<file path="src/rtl/add16_arbiter.sv">
// add16_arbiter: round-robin arbiter sharing one 16-bit adder among NREQ requesters.
// Define ADD16_ARB_OVF_EN to add the registered signed-overflow output rsp_ovf.

module adder_16bit (
  input  logic [15:0] a,
  input  logic [15:0] b,
  input  logic        cin,
  output logic [15:0] y,
  output logic        co
);
  assign {co, y} = {1'b0, a} + {1'b0, b} + {16'd0, cin};
endmodule

module add16_arbiter #(
  parameter int unsigned NREQ = 4,
  parameter int unsigned IDW  = 2  // must equal $clog2(NREQ)
) (
  input  logic                 clk,
  input  logic                 rst,
  input  logic [NREQ-1:0]      req_valid,
  output logic [NREQ-1:0]      req_ready,
  input  logic [16*NREQ-1:0]   req_a,
  input  logic [16*NREQ-1:0]   req_b,
  input  logic [NREQ-1:0]      req_cin,
  output logic                 rsp_valid,
  input  logic                 rsp_ready,
  output logic [IDW-1:0]       rsp_id,
  output logic [15:0]          rsp_y,
  output logic                 rsp_co
`ifdef ADD16_ARB_OVF_EN
  ,
  output logic                 rsp_ovf
`endif
);

  localparam logic [1:0] StIdle = 2'd0;
  localparam logic [1:0] StCalc = 2'd1;
  localparam logic [1:0] StResp = 2'd2;

  logic [1:0]     state_q, state_d;
  logic [IDW-1:0] ptr_q, ptr_d;
  logic [15:0]    a_q, b_q;
  logic           cin_q;
  logic [IDW-1:0] id_q;
  logic [15:0]    rsp_y_q;
  logic           rsp_co_q;
  logic [IDW-1:0] rsp_id_q;

  logic           win_found;
  logic [IDW-1:0] win_id;
  logic [IDW:0]   cand;
  logic           hs;
  logic [15:0]    sum_y;
  logic           sum_co;

  // Search upward from the pointer with wrap-around; first valid requester wins.
  always_comb begin
    win_found = 1'b0;
    win_id    = '0;
    cand      = '0;
    for (int k = 0; k < NREQ; k++) begin
      cand = {1'b0, ptr_q} + (IDW+1)'(k);
      if (cand >= (IDW+1)'(NREQ)) begin
        cand = cand - (IDW+1)'(NREQ);
      end
      if (!win_found && req_valid[cand[IDW-1:0]]) begin
        win_found = 1'b1;
        win_id    = cand[IDW-1:0];
      end
    end
  end

  assign req_ready = (!rst && state_q == StIdle && win_found) ?
                     ({{(NREQ-1){1'b0}}, 1'b1} << win_id) : '0;
  assign hs = |(req_valid & req_ready);

  adder_16bit u_adder (
    .a   (a_q),
    .b   (b_q),
    .cin (cin_q),
    .y   (sum_y),
    .co  (sum_co)
  );

  always_comb begin
    state_d = state_q;
    ptr_d   = ptr_q;
    case (state_q)
      StIdle: begin
        if (hs) begin
          state_d = StCalc;
          ptr_d   = (win_id == IDW'(NREQ-1)) ? '0 : win_id + IDW'(1);
        end
      end
      StCalc:  state_d = StResp;
      StResp:  if (rsp_ready) state_d = StIdle;
      default: state_d = StIdle;
    endcase
  end

`ifdef ADD16_ARB_OVF_EN
  logic rsp_ovf_q;
  always_ff @(posedge clk) begin
    if (rst) begin
      rsp_ovf_q <= 1'b0;
    end else if (state_q == StCalc) begin
      rsp_ovf_q <= (a_q[15] == b_q[15]) & (sum_y[15] != a_q[15]);
    end
  end
  assign rsp_ovf = rsp_ovf_q;
`endif

  always_ff @(posedge clk) begin
    if (rst) begin
      state_q  <= StIdle;
      ptr_q    <= '0;
      a_q      <= '0;
      b_q      <= '0;
      cin_q    <= 1'b0;
      id_q     <= '0;
      rsp_y_q  <= '0;
      rsp_co_q <= 1'b0;
      rsp_id_q <= '0;
    end else begin
      state_q <= state_d;
      ptr_q   <= ptr_d;
      if (state_q == StIdle && hs) begin
        a_q   <= req_a[16*win_id +: 16];
        b_q   <= req_b[16*win_id +: 16];
        cin_q <= req_cin[win_id];
        id_q  <= win_id;
      end
      if (state_q == StCalc) begin
        rsp_y_q  <= sum_y;
        rsp_co_q <= sum_co;
        rsp_id_q <= id_q;
      end
    end
  end

  assign rsp_valid = (state_q == StResp);
  assign rsp_y     = rsp_y_q;
  assign rsp_co    = rsp_co_q;
  assign rsp_id    = rsp_id_q;

endmodule

</file>
<file path="config.mk">
export PLATFORM = sky130hd
export DESIGN_NAME = add16_arbiter
export DESIGN_NICKNAME = d
export VERILOG_FILES = /design/src/rtl/add16_arbiter.sv
export SDC_FILE = /design/constraint.sdc
export NUM_CORES = 1
export LEC_CHECK = 0
export ABC_AREA = 1
export CORE_UTILIZATION = 49
export CTS_BUF_LIST = sky130_fd_sc_hd__clkbuf_8
export DETAILED_ROUTE_END_ITERATION = 8
export PLACE_DENSITY = 0.88
export SYNTH_ARGS = -nofsm -noshare
export SYNTH_HDL_FRONTEND = slang
export SYNTH_SLANG_ARGS = --single-unit
</file>
<file path="constraint.sdc">
create_clock -name clk -period 3.1 [get_ports clk]
set_input_delay 0.775 -clock clk [delete_from_list [all_inputs] [get_ports clk]]
set_output_delay 0.775 -clock clk [all_outputs]
set_load 0.02 [all_outputs]
</file>
[Word level (Yosys, flattened, before mapping)]
Index checks and enable logic that the tools add are counted.
Widths: inputs -> output; s select.
Word-level totals
  output and inout port bits: 24
  word-level logic and storage cells: 78
  ROM bits: 0
  bits in registers: 58
  memories kept: 0
  bits of input ports: 139
  bits in latches: 0
  bits in writable memories: 0
Operators by class
  multipliers: 0
  shift operators: 3
  reduce and logical (&&, ||, !) cells: 14
  eq/ne operators: 5
  magnitude comparators: 9
  add/sub/neg operators: 10
  bitwise operators: 1
  mux-type cells: 27
  divide/modulo/power cells: 0
Operator list (count)
  $shiftx 64x7->16: 2
  $mux 2: 11
  $add 16x16->17: 1
  $add 17x1->17: 1
  $lt 2x3->1 const B: 5
  $bmux 1 s2: 5
  $ge 3x3->1 const B: 3
  $mux 1: 9
  $sub 2x1->2 const B: 4
  $add 2x2->3 const B: 2
  $logic_and 1x1->1: 6
  $pmux 2 s3: 1
  $and 4x4->4: 1
  $eq 2x2->1 const B: 2
  $logic_not 1->1: 4
  $mux 4: 1
  $reduce_and 2->1: 2
  $reduce_or 4->1: 1
  $shl 1x2->4 const A: 1
  $add 2x1->3 const B: 1
  $ge 2x3->1 const B: 1
  $add 2x1->2 const B: 1
  $eq 2x1->1 const B: 1
  $logic_not 2->1: 1
  other kinds (2): 2

[Logic depth before layout (Yosys ltp)]
Gate-level depths: netlist of the first run.
  word-level depth: 20
  gate-level depth with buffers: 18
  gate-level depth less buffers: 17

[By module]
A second synthesis of the first run with hierarchy kept.
Unflattened totals
  cells, all modules: 952
  area, all modules: 5283.8 µm²
By module, submodules not included
  add16_arbiter: instances 1, cells each 768, seq. area each 1161.1 µm², area an instance 4297.9 µm²
  adder_16bit: instances 1, cells each 184, seq. area each 0.0 µm², area an instance 985.9 µm²

[Worst setup path before layout of the first run]
OpenSTA, ideal clock, no wires.
  path type: input to output
  start: input port req_valid[0]
  end: output port req_ready[3]
  data required time: 2.325 ns
  data arrival time: 2.165 ns
  stages on the path: 11
  path buffers: 1
  slack: 0.160 ns
  cells stage by stage: inv_1 nand2_1 nand3_2 nand2_1 nor2_4 nand3_1 nand3_2 buf_2 ha_1 inv_1 nor2_1
Between the ends
  word-level cells in the longest chain between the ends: 14
  elaborated cells on any way between the ends: 25
  those cells by class: 1 x shift; 17 x mux; 7 x reduce/logical
Ends and longest elaborated chain
  start: declaration: RTL line 20  | input logic [NREQ-1:0] req_valid,
  $bmux 1 s2: RTL line 66  | if (!win_found && req_valid[cand[IDW-1:0]]) begin
  $mux 1 (not written as such): RTL line 66
  $mux 1: RTL line 66
  $logic_not 1->1: RTL line 66
  $logic_and 1x1->1: RTL line 66
  $mux 1: RTL line 66
  $logic_not 1->1: RTL line 66
  $logic_and 1x1->1: RTL line 66
  $mux 1: RTL line 66
  $logic_not 1->1: RTL line 66
  $logic_and 1x1->1: RTL line 66
  $mux 2 or $mux 1 (tied branches): RTL line 66
  $shl 1x2->4 or $logic_and 1x1->1 (tied branches): RTL line 74, 73
  $mux 4 (*): RTL line 73  | assign req_ready = (!rst && state_q == StIdle && win_found) ?
  end: declaration: RTL line 21  | output logic [NREQ-1:0] req_ready,
Every way passes the cells marked *; elsewhere a longest branch is shown, timed or not. The select of a mux whose other input is x is not followed.

[Final worst setup path of the first run]
  start: input port req_valid[3]
  end: output port req_ready[0]
The elaborated chain is that of the path after synthesis.

==> metrics.csv, run 1 <==
metric;value;unit
status;finished clean;
Avg Inst Size Synth;5.69;um^2
# Max-Cap Violations;0;
final worst slack;0.118;ns
final design utilization;71.6;%
Top delay family on crit path;buffers and inverters;
Mapped Area;5110;um^2
die area;10800;um^2
# placed instances;1169;
Power Density;991;nW/um^2
Vias/cell;5.09;
Sink Count;58;
Bufs and invs on worst path;5;
Critical Path RT;2.32;ns
Crit Reg-Reg Startpoint;ptr_q[1];
reg2reg end;b_q[6];
crit path capture type;output port;
Overflow after GRT;0;
Worst R2R Setup Slack;0.40;ns
Post-Place Worst Slack;-0.585;ns
DR pass1 iterations;5;
commonest non-fill, non-tap cell in the layout;nand2_1;
Routed Antenna Nets;0;
Post-synth ARST share;0;%
CTS Hold Bufs;0;
share of the synthesized area in the top cell type;22.7;%
nets@finish;1206;
clk buf depth;2;
Final Hold Vio Count;0;
H-tree Lvls;3;
total number of vias;6043;
gp weighted congestion;0.887;
# setup viols final;0;
Global Route Usage Sum;27.9;%
Worst slew margin;55.8;%
Initial Utilization;51.4;%
leakage;3.80;nW
port buffer count;162;
Syn Inst Count;898;
I/O pin count;163;
Slowest cell on crit path;dlygate4sd2_1;
most frequent cells in the layout;nand2_1, clkdlybuf4s50_1, inv_1, nor2_1, nand3_1;
DRC violations left;0;
Period minus WS final;2.98;ns
RSZ-0062 raised after global routing;false;
Clock Skew;0.00864;ns
Post-synth EDFFs;0;
worst hold start;id_q[1];
clk slew on worst S/H paths;0.06;ns
first-pass GRT wire length;25000;um
ratio of final minimum period to clock period;96.2;%
wire per inst;12.5;um
Core Rows;36;
root buf cell;clkbuf_8;
largest net degree at the start of global routing;68;
critical path class;primary input to output port;
VDD IR-drop max;0.837;mV
register bit total from synthesis;58;
Worst-Margin Slew;0.663;ns
post-route insts no fill;1187;
Die Ht;104;um
register area share after synthesis;22.7;%
Starting DRT DRC Count;382;
Yosys top cell by area;dfxtp_1;
initial antenna violation count;1;
Hold WS;0.473;ns
synth top area cells;dfxtp_1, nand2_1, inv_1, nand3_1, nand4_1;
ys flop type;dfxtp_1;
Detailed Route WL;14900;um
startpoint types;primary input;
hpwl dp;11000;um
hold path depth;2;
Ys Warns;0;
Synth cell types;35;
worst min path class;flip-flop to flip-flop;
layout cell share with drive strength beyond 1;8.83;%
Max FO, Critical Path;4;
CP cell instances;dlygate4sd2_1, buf_4, nand2_1, nand2_1, nand2_1, nand2_1, nor2_4, nand3_4, buf_4, nand3_2, nand3_2, inv_1, buf_4;
vias in the first global route;5602;
Final Max Slew Viols;0;
worst path arrival time;2.21;ns
area added between synthesis and finish;39.3;%
Min-Delay Endpoint;id_q[1];
CTS tree;yes;
Die X;104;um
Skew-Pair Late Insertion Delay;0.34;ns
R2R depth;15;
TritonCTS Buffers;9;
peak per-stage delay on the critical path;0.25;ns
total core area;9950;um^2
syn_nets;1055;
Fmax;335;MHz
most frequent CP cell;nand2_1;
## tightest hold or removal path: cells and delay by family, from the launching register on
family	cells	cell delay, ns
flops	1	0.33
simple gates	2	0.12
## cell type report
cell class                      instances  area, um^2
Timing Repair Buffer                  193        1890
Clock buffer                           11         151
Clock inverter                          4        18.8
Antenna cell                            1        2.50
Tap cell                              133         166
Sequential cell                        58        1160
Multi-Input combinational cell        639        3180
Fill cell                             878        2830
Inverter                              148         556
## synthesized netlist by cell type (2+ instances only)
cell type and count:
dfxtp_1 58, nand2_2 7, buf_2 23, inv_2 6, buf_6 6, a31oi_1 2
ha_1 16, xor2_1 8, nand3_2 5, inv_1 141, nor2_4 3, nor2_1 114
o211ai_1 2, o21bai_1 2, nand2_1 262, fa_1 2, o21ai_0 25, clkbuf_1 20
buf_4 3, a21oi_1 21, a21boi_0 2, nand3_1 89, nand4_1 69
## sequential cells by signal, indices dropped and copies added (netlist names)
register / cells
a_q: 16
rsp_co: 1
state_q: 2
rsp_y: 16
id_q: 2
rsp_id: 2
ptr_q: 2
cin_q: 1
b_q: 16
## stage by stage
stage | area, um^2 | power [mW] | TNS, ns
after floorplan | 5110 | 4.90 | 0
after global placement | 6890 | 6.21 | -9.58
after detailed placement | 6890 | 6.29 | -11.62
after CTS | 7110 | 7.01 | 0
after global routing | 7120 | 7.78 | 0
final | 7120 | 7.06 | 0
## worst max-delay path by stage
stage                       startpoint           end  slack, ns  depth (start not counted)
after floorplan           req_valid[0]  req_ready[3]       0.16                         11
after global placement    req_valid[3]  req_ready[3]      -0.57                         15
after detailed placement  req_valid[3]  req_ready[3]      -0.59                         15
after CTS                 req_valid[3]  req_ready[3]        0.1                         13
after global routing      req_valid[2]  req_ready[3]      0.002                         14
final                     req_valid[3]  req_ready[0]       0.12                         13
## what timing repair did
action / CTS / global route
endpoints found under the setup margin: 4 / 33
buffers inserted: 2 / 0
resized for setup: 40 / 3
pin swaps: 11 / 2
## cells by family after synthesis
kind of cell / Yosys count / share of synthesized area (%)
buffers and inverters: 201 / 16.4
adder cells (fa/ha/maj): 18 / 4.70
AND/OR/NAND/NOR: 555 / 48.3
flip-flops: 58 / 22.7
AO/OA/AOI/OAI: 57 / 6.34
XOR/XNOR: 9 / 1.54
## where the power goes
| group | internal (mW) | switching [mW] |
|---|---|---|
| Sequential | 1.01 | 0.152 |
| Clock | 0.321 | 0.287 |
| Combinational | 1.97 | 3.32 |
## per-layer routing
layer	routed length [um]	part of all wire (%)	vias to the layer above	global-route usage (%)
met5	0	0	-	0
met4	323	2.2	0	9.59
met3	1020	6.8	24	4.39
met2	7080	48	228	48.9
met1	6460	43	2659	34.6
li1	-	-	3132	-
Power figures use the tool's default switching activity.
==> run 2: changes to the inputs <==
- TNS_END_PERCENT: not set -> 100
==> results of run 2 <==
The final DEF is identical to that of run 1; final timing and power are the same.
